[src/rtl/sram_bank_arbiter_pkg.sv]
// Shared definitions for the two-master SRAM bank arbiter.
//   NUM_MASTERS    : number of requesting masters (core data port, debug port)
//   MST_CORE       : index of the core data port master
//   MST_DBG        : index of the debug/AXI port master
//   BANK_BYTES_DEF : default bank size in bytes
package sram_bank_arbiter_pkg;

  localparam int NUM_MASTERS    = 2;
  localparam int MST_CORE       = 0;
  localparam int MST_DBG        = 1;
  localparam int BANK_BYTES_DEF = 8192;

endpackage

[src/rtl/sram_bank_arbiter_rr_arb2.sv]
// Two-input round-robin arbiter with a single-bit "last granted" pointer.
// Ports:
//   clk_i     : clock
//   rstn_i    : synchronous active-low reset
//   req_i     : per-master request (already qualified by the caller)
//   advance_i : a grant is being taken this cycle, update the pointer
//   gnt_o     : one-hot (or zero) combinational grant
module rr_arb2
  import sram_bank_arbiter_pkg::*;
(
  input  logic                   clk_i,
  input  logic                   rstn_i,
  input  logic [NUM_MASTERS-1:0] req_i,
  input  logic                   advance_i,
  output logic [NUM_MASTERS-1:0] gnt_o
);

  // last_q holds the index of the master granted most recently; it resets to
  // the debug master so the core port wins the first contested cycle.
  logic last_q;
  logic last_d;

  always_comb begin
    gnt_o = req_i;
    if (req_i == 2'b11) begin
      gnt_o = last_q ? 2'b01 : 2'b10;
    end
  end

  always_comb begin
    last_d = last_q;
    if (advance_i) begin
      last_d = gnt_o[MST_DBG];
    end
  end

  always_ff @(posedge clk_i) begin
    if (!rstn_i) begin
      last_q <= 1'b1;
    end else begin
      last_q <= last_d;
    end
  end

endmodule

[src/rtl/sram_bank_arbiter.sv]
// Arbitrates two masters onto one single-ported SRAM bank.
// Ports:
//   clk_i, rstn_i          : clock, synchronous active-low reset
//   req_i/addr_i/we_i/be_i/wdata_i : per-master request channel
//   gnt_o                  : per-master combinational grant
//   rvalid_o/rdata_o/err_o : response channel, one cycle after each grant
//   mem_*_o / mem_rdata_i  : bank interface, read data one cycle after enable
module sram_bank_arbiter
  import sram_bank_arbiter_pkg::*;
#(
  parameter int DATA_WIDTH = 32,
  parameter int ADDR_WIDTH = 16,
  parameter int BANK_BYTES = BANK_BYTES_DEF
) (
  input  logic                                   clk_i,
  input  logic                                   rstn_i,
  input  logic [NUM_MASTERS-1:0]                 req_i,
  input  logic [NUM_MASTERS-1:0][ADDR_WIDTH-1:0] addr_i,
  input  logic [NUM_MASTERS-1:0]                 we_i,
  input  logic [NUM_MASTERS-1:0][3:0]            be_i,
  input  logic [NUM_MASTERS-1:0][DATA_WIDTH-1:0] wdata_i,
  output logic [NUM_MASTERS-1:0]                 gnt_o,
  output logic [NUM_MASTERS-1:0]                 rvalid_o,
  output logic [DATA_WIDTH-1:0]                  rdata_o,
  output logic                                   err_o,
  output logic                                   mem_en_o,
  output logic                                   mem_we_o,
  output logic [3:0]                             mem_be_o,
  output logic [ADDR_WIDTH-1:0]                  mem_addr_o,
  output logic [DATA_WIDTH-1:0]                  mem_wdata_o,
  input  logic [DATA_WIDTH-1:0]                  mem_rdata_i
);

  localparam logic [31:0] BANK_LIMIT = 32'(BANK_BYTES);

  function automatic logic in_bank(input logic [ADDR_WIDTH-1:0] a);
    return 32'(a) < BANK_LIMIT;
  endfunction

  // Requests are masked during reset so no grant (and no pointer update)
  // can happen in the reset cycle.
  logic [NUM_MASTERS-1:0] req_q_mask;
  logic [NUM_MASTERS-1:0] gnt;
  logic                   granted;
  logic                   sel;
  logic                   in_range;

  assign req_q_mask = req_i & {NUM_MASTERS{rstn_i}};
  assign granted    = |gnt;
  assign sel        = gnt[MST_DBG];
  assign in_range   = in_bank(addr_i[sel]);

  rr_arb2 u_arb (
    .clk_i     (clk_i),
    .rstn_i    (rstn_i),
    .req_i     (req_q_mask),
    .advance_i (granted),
    .gnt_o     (gnt)
  );

  assign gnt_o = gnt;

  // Bank steering: address/data always follow the selected master; only the
  // enable is qualified, so out-of-range grants never touch the bank.
  assign mem_en_o    = granted & in_range;
  assign mem_we_o    = we_i[sel];
  assign mem_be_o    = be_i[sel];
  assign mem_addr_o  = addr_i[sel];
  assign mem_wdata_o = wdata_i[sel];

  // Response stage
  logic rvalid_q, rvalid_d;
  logic rid_q, rid_d;
  logic rerr_q, rerr_d;
  logic rwe_q, rwe_d;
  logic resp_vld;

  assign rvalid_d = granted;
  assign rid_d    = sel;
  assign rerr_d   = ~in_range;
  assign rwe_d    = we_i[sel];

  always_ff @(posedge clk_i) begin
    if (!rstn_i) begin
      rvalid_q <= 1'b0;
    end else begin
      rvalid_q <= rvalid_d;
    end
  end

  always_ff @(posedge clk_i) begin
    rid_q  <= rid_d;
    rerr_q <= rerr_d;
    rwe_q  <= rwe_d;
  end

  // A response still pending when reset rises is suppressed at once, so a
  // grant taken just before reset never surfaces as a response.
  assign resp_vld = rvalid_q & rstn_i;

  always_comb begin
    rvalid_o           = '0;
    rvalid_o[MST_CORE] = resp_vld & ~rid_q;
    rvalid_o[MST_DBG]  = resp_vld & rid_q;
  end

  assign err_o   = resp_vld & rerr_q;
  assign rdata_o = (resp_vld & ~rerr_q & ~rwe_q) ? mem_rdata_i : '0;

endmodule
[config.mk]
export PLATFORM = sky130hd
export DESIGN_NAME = sram_bank_arbiter
export DESIGN_NICKNAME = d
export VERILOG_FILES = /design/src/rtl/sram_bank_arbiter_pkg.sv /design/src/rtl/sram_bank_arbiter_rr_arb2.sv /design/src/rtl/sram_bank_arbiter.sv
export SDC_FILE = /design/constraint.sdc
export NUM_CORES = 1
export LEC_CHECK = 0
export CAP_MARGIN = 30
export CORE_AREA = 2 2 89 91
export DETAILED_ROUTE_END_ITERATION = 8
export DIE_AREA = 0 0 91 93
export PLACE_DENSITY_LB_ADDON = 0.2
export SYNTH_ARGS = -nofsm -noshare
export SYNTH_HDL_FRONTEND = slang
export SYNTH_SLANG_ARGS = --single-unit
[constraint.sdc]
create_clock -name clk_i -period 2.95 [get_ports clk_i]
set_input_delay 0.59 -clock clk_i [delete_from_list [all_inputs] [get_ports clk_i]]
set_output_delay 0.59 -clock clk_i [all_outputs]
set_load 0.02 [all_outputs]
==> run metrics <==
outcome completed; Initial Util 17.0%; clk sinks 5; Rel. slew slack 83.6%; FF+latch count, synth 5; Die ar. 8460 um^2; diodes inserted 0; Num CTS Buffers 3; worst path cell trace clkdlybuf4s50_1 -> nand2_1 -> nand3_4 -> buf_12 -> mux2_2 -> dlygate4sd2_1; H-tree depth 1; CTS Hold Bufs 0; R2R Setup Slk 1.67 ns; first-pass GRT wire length 9200 um; Final period util 97.0%; Die H 93 um; synth warn 0; final clock skew 0.00276 ns; setup bufs post-CTS 0; clock-pin slew of the registers on the worst-case setup and hold paths 0.04 ns; area of the core 7530 um^2; total track usage 13.6%; RSZ-0062 raised after global routing false; slowest cell on the critical path clkdlybuf4s50_1; DRC viols 0; Avg Inst Size Synth 10.9 um^2; fin. max-slew vios 0; cell area power density 189 nW/um^2; Largest delay share family, worst path buffers and inverters; gpl congestion 0.710; CTS root buffer clkbuf_8; Row Count 32; Pleak 1.87 nW; Final #Nets 499; CP Data Required Time 2.36 ns; vias in the first global route 1770; Post-synth EDFFs 0; hold depth 2; drt pass-1 iters 3; Synth Instances 118; Fmax achieved 349 MHz; most frequent cells in the layout clkdlybuf4s50_1 (146), dlygate4sd2_1 (86), mux2_4 (49); minimum clock period 2.86 ns; nature of the critical path endpoint output port; fraction of registers with async set/reset 0%; reg2reg start u_arb.last_q$_SDFFE_PN1P_; Tot Pwr 700 uW; Layout Utilization 49.2%; Hold WC Path Type register to register; routed len/inst 14.1 um; vias per cell 3.88; hold slack 0.493 ns; initial antenna violation count 0; CP max FO 24; Synth Flop Type dfxtp_1; syn_nets 260; CTS tree done; post-route cell area 3700 um^2; final setup violation count 0; # Max-Cap Violations 0; Distinct cells, synth 21; WL final 6440 um; grt total ovfl 0; critical path class primary input to output port; I/O pin count 233; synthesis-to-finish area growth 189%; Buf+Inv Stages, Crit Path 3; antenna viol nets, final 0; DR iter-0 viols 6; Critical Path Start Type primary input; Placed Instance Area 3760 um^2; Worst Tran Pin Value 0.245 ns; commonest non-fill, non-tap cell in the layout clkdlybuf4s50_1; routed vias 1777; Post-DP HPWL 5850 um; WP depth 6; Crit path largest cell delay 0.52 ns; largest net degree at the start of global routing 25; Longest Clk Path Bufs 2; share of cells above drive strength 1 19.7%; Critical Path AT 2.27 ns; Worst Hold Path EP u_arb.last_q$_SDFFE_PN1P_; clock latency on the worst-skew pair 0.22 ns; endpoints failing hold 0; Peak VDD IR 0.0000944 V; number of I/O port buffers 232; min-delay src u_arb.last_q$_SDFFE_PN1P_; Die Wd 91 um; sequential area share after synthesis 7.80%; Synth Cell Area 1280 um^2; RR Endpoint rwe_q$_DFF_P_; worst r2r path cells 4
[cells by family (layout without fill, tap and decap cells)]
logic type             after synthesis  after routing  synth area share, %
AO/OA/AOI/OAI                        3              3                 1.85
buffers and inverters               10            248                 6.15
flip-flops                           5              5                 7.81
AND/OR/NAND/NOR                     47             47                 23.3
multiplexers                        53             53                 60.9
[tightest hold or removal path, delay by kind of cell, from the launching register on]
kind             cells  cell delay [ns]
flip-flops           1             0.33
AND/OR/NAND/NOR      2             0.13
[area by class of cell]
cell class,count,area (um^2)
Fill cell,751,3820
Timing Repair Buffer,243,2320
Multi-Input combinational cell,103,1100
Tap cell,102,128
Sequential cell,5,100
Clock buffer,4,45.0
Inverter,1,3.75
[how the worst max path moves through the flow]
stage                     from       end
global route          req_i[0]  mem_we_o
CTS                   req_i[0]  mem_we_o
finish                req_i[0]  mem_we_o
detailed placement    req_i[0]  mem_we_o
floorplan           addr_i[14]  mem_en_o
global placement      req_i[0]  mem_we_o
[synthesized netlist by cell type, types with 2 or more instances]
cell type	instances	share of area [%]
dfxtp_1	5	7.8
and2_1	33	16
clkbuf_1	3	0.88
nand2_1	2	0.59
mux2_2	4	3.5
buf_6	5	4.4
and3_1	3	1.5
nand2b_1	2	0.98
mux2_4	49	57
[registers in the layout, summed over array words and instances, names as in the netlist]
register	count
rerr_q	1
rid_q	1
rvalid_q	1
rwe_q	1
u_arb.last_q	1
[per-layer routing]
| metal | wire length (um) | global-route usage (%) |
|---|---|---|
| met1 | 2250 | 15.0 |
| met2 | 3580 | 26.3 |
| met3 | 532 | 3.38 |
| met4 | 78 | 2.90 |
| met5 | 0 | 0 |
[report_power, final]
group / total [mW] / internal, mW / switching, mW
logic: 0.497 / 0.321 / 0.176
registers: 0.0749 / 0.0726 / 0.00227
clock network: 0.127 / 0.0928 / 0.0345
[through the flow]
step	TNS (ns)	setup slack (ns)	cells
2_1_floorplan	0	0.704	118
3_3_place_gp	-5.58	-0.129	454
6_report	0	0.0878	458
3_5_place_dp	-6.62	-0.140	454
4_1_cts	0	0.0737	458
5_1_grt	0	0.00877	458
[repair_timing]
| item | 4_1_cts | 5_1_grt |
|---|---|---|
| hold endpoints to repair | 0 | 0 |
| resized for setup | 86 | 0 |
| setup endpoints to repair | 86 | 0 |
(Power assumes the default switching activity.)
